File: src/rtl/axi_ad9364_sat_cnt.sv
// Saturating up-counter with synchronous clear; clear takes priority over increment.
module axi_ad9364_sat_cnt #(
  parameter int WIDTH = 32
) (
  input  logic             clk,
  input  logic             rstn,
  input  logic             clr,
  input  logic             inc,
  output logic [WIDTH-1:0] cnt
);

  always_ff @(posedge clk or negedge rstn) begin
    if (!rstn) begin
      cnt <= '0;
    end else if (clr) begin
      cnt <= '0;
    end else if (inc && (cnt != {WIDTH{1'b1}})) begin
      cnt <= cnt + WIDTH'(1);
    end
  end

endmodule

File: config.mk
export PLATFORM = sky130hd
export DESIGN_NAME = axi_ad9364_sat_cnt
export DESIGN_NICKNAME = d
export VERILOG_FILES = /design/src/rtl/axi_ad9364_sat_cnt.sv
export SDC_FILE = /design/constraint.sdc
export NUM_CORES = 1
export LEC_CHECK = 0
export CAP_MARGIN = 25
export CORE_UTILIZATION = 40
export DETAILED_ROUTE_END_ITERATION = 8
export GPL_TIMING_DRIVEN = 0
export PLACE_DENSITY_LB_ADDON = 0.15
export RECOVER_POWER = 100
export SLEW_MARGIN = 30
export SYNTH_ARGS = -nofsm -noshare
export SYNTH_HDL_FRONTEND = slang
export SYNTH_SLANG_ARGS = --single-unit
File: constraint.sdc
create_clock -name clk -period 2.3 [get_ports clk]
set_clock_uncertainty 0.1 [all_clocks]
set_input_delay 0.46 -clock clk [delete_from_list [all_inputs] [get_ports clk]]
set_output_delay 0.46 -clock clk [all_outputs]
set_load 0.005 [all_outputs]
==> results of run 1 <==
[placed cells by master, fill, tap and decap left out, drive strengths merged, types with 6 or more instances in the layout]
cell,count
a21oi,11
and3,8
buf,9
clkbuf,12
dfrtp,32
dlygate4sd3,33
inv,7
mux2,6
nand2,11
nand3,13
nand4,7
nor2,26
nor2b,6
nor4,7
xnor2,10
[per-layer routing]
| metal | vias to the layer above | share of wire [%] | GRT usage (%) |
|---|---|---|---|
| met5 | - | 0 | 0 |
| met2 | 28 | 48 | 29.7 |
| met1 | 801 | 47 | 25.2 |
| met4 | 0 | 1.4 | 6.67 |
| met3 | 7 | 3.7 | 4.91 |
| li1 | 817 | - | - |
[synth_stat cells (2+ instances only)]
library cell,instances
dfrtp_1,32
nor2_1,26
nand3_1,12
a21oi_1,11
nand2_1,11
xnor2_1,10
and3_1,7
inv_1,7
nand4_1,6
nor2b_1,6
a211oi_1,5
mux2_2,5
or3_1,5
clkbuf_1,4
nor3_1,4
nor4_1,4
o21ai_0,4
a21o_1,3
and2_1,3
o31ai_1,3
or4_1,3
xor2_1,3
a31o_2,2
buf_2,2
nand2b_1,2
nor4_2,2
[where the power goes]
part           switching [uW]  total (uW)  internal, uW
combinational            39.2        67.8          28.6
sequential               5.97         573           567
clock                     219         457           239
total                     264        1100           834
[timing repair]
item | in CTS | in global routing
hold buffers | 1 | 0
buffers inserted | 0 | 6
hold endpoints to repair | 8 | 0
cloned | 0 | 0
gates resized for setup | 2 | 8
setup endpoints to repair | 5 | 14
pin swaps | 0 | 2
[cells by family after synthesis]
| group | after synthesis | share of synthesized area, % |
|---|---|---|
| flip-flops | 32 | 43.2 |
| buffers and inverters | 14 | 3.17 |
| AND/OR/NAND/NOR | 99 | 30.5 |
| AO/OA/AOI/OAI | 32 | 11.9 |
| adder cells (fa/ha/maj) | 1 | 0.675 |
| XOR/XNOR | 13 | 6.14 |
| multiplexers | 7 | 4.39 |
[worst min-delay path, stage by stage (launching register included)]
cell	delay (ns)
dfrtp_1	0.39
xor2_1	0.08
nor2_1	0.07
[layout make-up]
| class | instances | area, sq um | share of cell area (%) |
|---|---|---|---|
| repair buffers | 43 | 407 | 16.5 |
| clock buffers | 6 | 82.6 | 3.35 |
| multi-input cells | 152 | 1040 | 42.2 |
| well taps | 52 | 65.1 | 2.64 |
| inverters | 7 | 26.3 | 1.07 |
| flip-flops and latches | 32 | 802 | 32.5 |
| plain buffers | 7 | 32.5 | 1.32 |
| clock inverters | 2 | 10.0 | 0.406 |
[stage by stage]
| step | util (%) | cells | instance area (sq um) | setup WS [ns] | total power, uW |
|---|---|---|---|---|---|
| CTS | 54.3 | 295 | 2400 | 0.0176 | 1100 |
| global placement | 51.4 | 285 | 2270 | -0.349 | 640 |
| finish | 55.8 | 301 | 2460 | 0.0780 | 1100 |
| floorplan | - | 198 | 1850 | 0.250 | 607 |
| detailed placement | 51.8 | 286 | 2280 | -0.293 | 644 |
| global route | 55.8 | 301 | 2460 | 0.00328 | 1140 |
[worst paths after layout]
check / to / cells past startpoint / startpoint
worst max-delay path: cnt[3] / 7 / cnt[1]
worst min-delay path: cnt[30] / 2 / cnt[30]
worst max register to register: cnt[3] / 7 / cnt[1]
worst min register to register: cnt[30] / 2 / cnt[30]
max in group asynchronous: cnt[15] / 3 / rstn
min in group asynchronous: cnt[3] / 2 / rstn
==> metrics.md, run 1 <==
| Metric | Value |
|---|---|
| Total Wirelength | `4.35 mm` |
| Post-route ant nets | `0` |
| Slew Limit Fails | `0` |
| CP top delay family | `simple AND/OR/NAND/NOR gates` |
| Crit Path Max Fanout | `10` |
| Latest clock arrival within the worst-skew pair | `0.29 ns` |
| RSZ-0062 raised after global routing | `false` |
| TritonRoute pass-1 iters | `4` |
| Most flop-heavy register | `cnt` |
| GPL Wtd Cong | `0.783` |
| Vias in the first global route | `1503` |
| Starting DRT DRC Count | `54` |
| R2r setup slk | `0.08 ns` |
| Core area | `0.00441 sq mm` |
| DRC | `0` |
| Critical path startpoint category | `register` |
| CTS Root Buffer Type | `clkbuf_8` |
| Slowest CP cell | `dfrtp_1` |
| Drt wl/cell | `14.4 microns` |
| Slew margin rel. | `54.6%` |
| Max rail drop VDD | `0.264 mV` |
| # fillers | `432` |
| Tot GR Track Use | `18.9%` |
| Post-DP HPWL | `3.06 mm` |
| Critical setup path kind | `reg -> reg` |
| Sequential share of the synthesized area | `43.2%` |
| Die width | `70.1 microns` |
| Die area | `0.00491 sq mm` |
| Max frequency | `450 MHz` |
| Synth warnings | `0` |
| Ys flop type | `dfrtp_1` |
| Clk buf depth | `2` |
| Largest cells by area after synthesis | `dfrtp_1, nor2_1, xnor2_1, nand3_1, mux2_2` |
| Hold WC Path Type | `reg -> reg` |
| Clock transition at path regs | `0.07 ns` |
| Global-route wire length before repair | `7.27 mm` |
| Mapped Avg Cell Area | `9.37 sq um` |
| Share of post-route cells with drive strength above 1 | `16.1%` |
| CTS H-tree lvls | `2` |
| Worst hold slack | `0.485 ns` |
| IO Count | `36` |
| CP peak stage delay | `0.42 ns` |
| Post-synth cell types | `42` |
| Die height | `70.1 microns` |
| Number of synthesized flops with an enable pin | `0` |
| Lkg Pwr | `0.00110 uW` |
| Routed via count | `1653` |
| Fraction of registers with async set/reset | `100%` |
| Post-Synthesis Cells | `198` |
| Buf+Inv Stages, Crit Path | `1` |
| Layout area overhead | `32.9%` |
| Top flop regs | `cnt (32)` |
| Fin. Hold Viols | `0` |
| CP Capture Type | `register` |
| Syn_nets | `203` |
| Status | `finished, final reports clean` |
| Largest net degree at the start of global routing | `25` |
| CP Cell Sequence | `ha_4 > nand4_1 > nor4_4 > buf_4 > a31oi_4 > and3_4 > mux2_4` |
| CTS tree | `yes` |
| Measured slew at the worst slew-check pin | `0.675 ns` |
| Crit share post-route | `96.6%` |
| Number of I/O port buffers | `35` |
| Initial Util | `42.0%` |
| Final nets | `253` |
| Clock sink count | `32` |
| Setup violators final | `0` |
| Initial antenna violation count | `0` |
| Critical Path RT | `2.38 ns` |
| Area share of the largest cell type after synthesis | `43.2%` |
| Antenna diode count | `0` |
| Yosys reg bits | `32` |
| Number of flip-flops in the largest register | `32` |
| Minimum clock period | `2.22 ns` |
| Vias per cell | `5.49` |
| CTS buffer count | `5` |
| Synth area leader | `dfrtp_1` |
| Area of the mapped netlist | `0.00185 sq mm` |
| PD cells | `445 mW/mm^2` |
| # Max-Cap Violations | `0` |
| Overflow after GRT | `0` |
| Row count | `24` |
| Setup TNS | `0 ns` |
| Worst endpoint data arrival time | `2.30 ns` |
No activity file was read; power rests on OpenSTA's default activity.
==> run 2: changes to the inputs <==
--- a/config.mk
+++ b/config.mk
@@ -6,11 +6,14 @@
 export NUM_CORES = 1
 export LEC_CHECK = 0
 export CAP_MARGIN = 25
+export CELL_PAD_IN_SITES_DETAIL_PLACEMENT = 0
+export CELL_PAD_IN_SITES_GLOBAL_PLACEMENT = 1
 export CORE_UTILIZATION = 40
+export CTS_BUF_LIST = sky130_fd_sc_hd__clkbuf_8
 export DETAILED_ROUTE_END_ITERATION = 8
 export GPL_TIMING_DRIVEN = 0
 export PLACE_DENSITY_LB_ADDON = 0.15
-export RECOVER_POWER = 100
+export RECOVER_POWER = 25
 export SLEW_MARGIN = 30
 export SYNTH_ARGS = -nofsm -noshare
 export SYNTH_HDL_FRONTEND = slang
==> metrics.md, run 2 (synthesized netlist as in run 1, its figures left out) <==
| Metric | Value |
|---|---|
| Clock sink count | `32` |
| Most common cell after layout, fill and taps aside | `clkdlybuf4s50_1` |
| Worst R2R Start | `cnt[1]` |
| Measured slew at the worst slew-check pin | `0.655 ns` |
| Multi-input logic area | `0.00103 sq mm` |
| Non-filler cells, final | `295` |
| Routed via count | `1630` |
| FF-to-FF path depth | `6` |
| Setup ws final | `0.0937 ns` |
| Hold WC Path Type | `reg -> reg` |
| Lkg Pwr | `0.000975 uW` |
| Status | `finished, final reports clean` |
| Layout area overhead | `30.0%` |
| Post-placement setup slack | `-0.331 ns` |
| Setup violators final | `0` |
| CTS tree | `yes` |
| TritonRoute pass-1 iters | `4` |
| Row count | `24` |
| Antenna diode count | `0` |
| Starting DRT DRC Count | `51` |
| RSZ-0062 raised after global routing | `false` |
| CTS Root Buffer Type | `clkbuf_8` |
| Power Total | `1020 uW` |
| Die area | `0.00491 sq mm` |
| Die height | `70.1 microns` |
| Largest net degree at the start of global routing | `25` |
| Crit Path Max Fanout | `10` |
| R2r setup slk | `0.09 ns` |
| CTS H-tree lvls | `2` |
| Fin. Hold Viols | `0` |
| CP Launch Point | `cnt[1]` |
| Post-Place Cells | `286` |
| Slew Limit Fails | `0` |
| Critical path endpoint | `cnt[3]` |
| Register area | `802 sq um` |
| Vias per cell | `5.53` |
| Slew margin rel. | `56.0%` |
| CP Capture Type | `register` |
| CTS buffer count | `5` |
| Drt wl/cell | `15.0 microns` |
| Vias in the first global route | `1550` |
| PD cells | `424 mW/mm^2` |
| Post-DP HPWL | `3.14 mm` |
| Number of I/O port buffers | `35` |
| Minimum clock period | `2.21 ns` |
| Overflow after GRT | `0` |
| Die width | `70.1 microns` |
| Top flop regs | `cnt (32)` |
| # fillers | `419` |
| Latest clock arrival within the worst-skew pair | `0.29 ns` |
| Final nets | `250` |
| DRC | `0` |
| Max rail drop VDD | `0.167 mV` |
| Crit share post-route | `95.9%` |
| Post-route ant nets | `0` |
| IO Count | `36` |
| Most frequent cells in the layout | `clkdlybuf4s50_1, dfrtp_1, nor2_1` |
| Core area | `0.00441 sq mm` |
| Initial antenna violation count | `0` |
| Critical setup path kind | `reg -> reg` |
| Share of post-route cells with drive strength above 1 | `13.2%` |
| Design area | `0.00241 sq mm` |
| Worst endpoint data arrival time | `2.28 ns` |
| Critical Path RT | `2.37 ns` |
| Clock transition at path regs | `0.06 ns` |
| RR Endpoint | `cnt[3]` |
| Initial Util | `42.0%` |
| Clk buf depth | `2` |
| Number of flip-flops in the largest register | `32` |
| Max frequency | `453 MHz` |
| Total Wirelength | `4.44 mm` |
| Most flop-heavy register | `cnt` |
| Global-route wire length before repair | `7.49 mm` |
| GPL Wtd Cong | `0.744` |
| Post-DP Area | `0.00228 sq mm` |
| # Max-Cap Violations | `0` |
| Critical path startpoint category | `register` |
| Tot GR Track Use | `19.6%` |
## run 2: worst min-delay path by stage
stage	start	endpoint	slack [ns]	cells after the start
2_1_floorplan	rstn	cnt[0]	0.06	0
3_3_place_gp	cnt[30]	cnt[30]	0.47	2
3_5_place_dp	rstn	cnt[31]	0.23	1
4_1_cts	rstn	cnt[3]	0.45	2
5_1_grt	cnt[28]	cnt[28]	0.52	2
6_report	cnt[25]	cnt[25]	0.49	2
## run 2: metrics by stage
stage | TNS (ns) | hold slack (ns) | utilization, %
6_report | 0 | 0.491 | 54.6
5_1_grt | 0 | 0.517 | 54.6
2_1_floorplan | 0 | 0.0644 | -
3_3_place_gp | -4.39 | 0.474 | 51.4
3_5_place_dp | -2.37 | 0.232 | 51.8
4_1_cts | -0.00339 | 0.455 | 53.9
## run 2: where the power goes
group          switching, uW  internal [uW]
logic                   37.1           23.5
registers               5.12            567
clock network            196            195
## run 2: layout make-up
cell class / instances / area share (%)
Clock buffer: 5 / 2.85
Timing Repair Buffer: 40 / 15.9
Tap cell: 52 / 2.70
Inverter: 7 / 1.09
Buffer: 7 / 1.61
Sequential cell: 32 / 33.3
Multi-Input combinational cell: 152 / 42.6
## run 2: routing by layer
layer  global-route usage, %  part of all wire (%)  vias up
li1                        -                     -      805
met1                    26.4                    49      784
met2                    30.4                    45       34
met3                    5.19                   4.1        7
met4                    6.67                   1.4        0
met5                       0                     0        -
## run 2: critical path, cell delays in order, from the launching register on
cell and delay, ns:
dfrtp_1 0.40, ha_2 0.23, nand4_1 0.21, nor4_4 0.39
a31oi_4 0.23, and3_4 0.25, mux2_4 0.28
## run 2: what timing repair did
| action | CTS | global route |
|---|---|---|
| setup buffers | 0 | 3 |
| resized for setup | 2 | 9 |
| hold buffers | 1 | 0 |
| hold endpoints to repair | 8 | 0 |
| pin swaps | 0 | 2 |
| setup endpoints to repair | 12 | 14 |
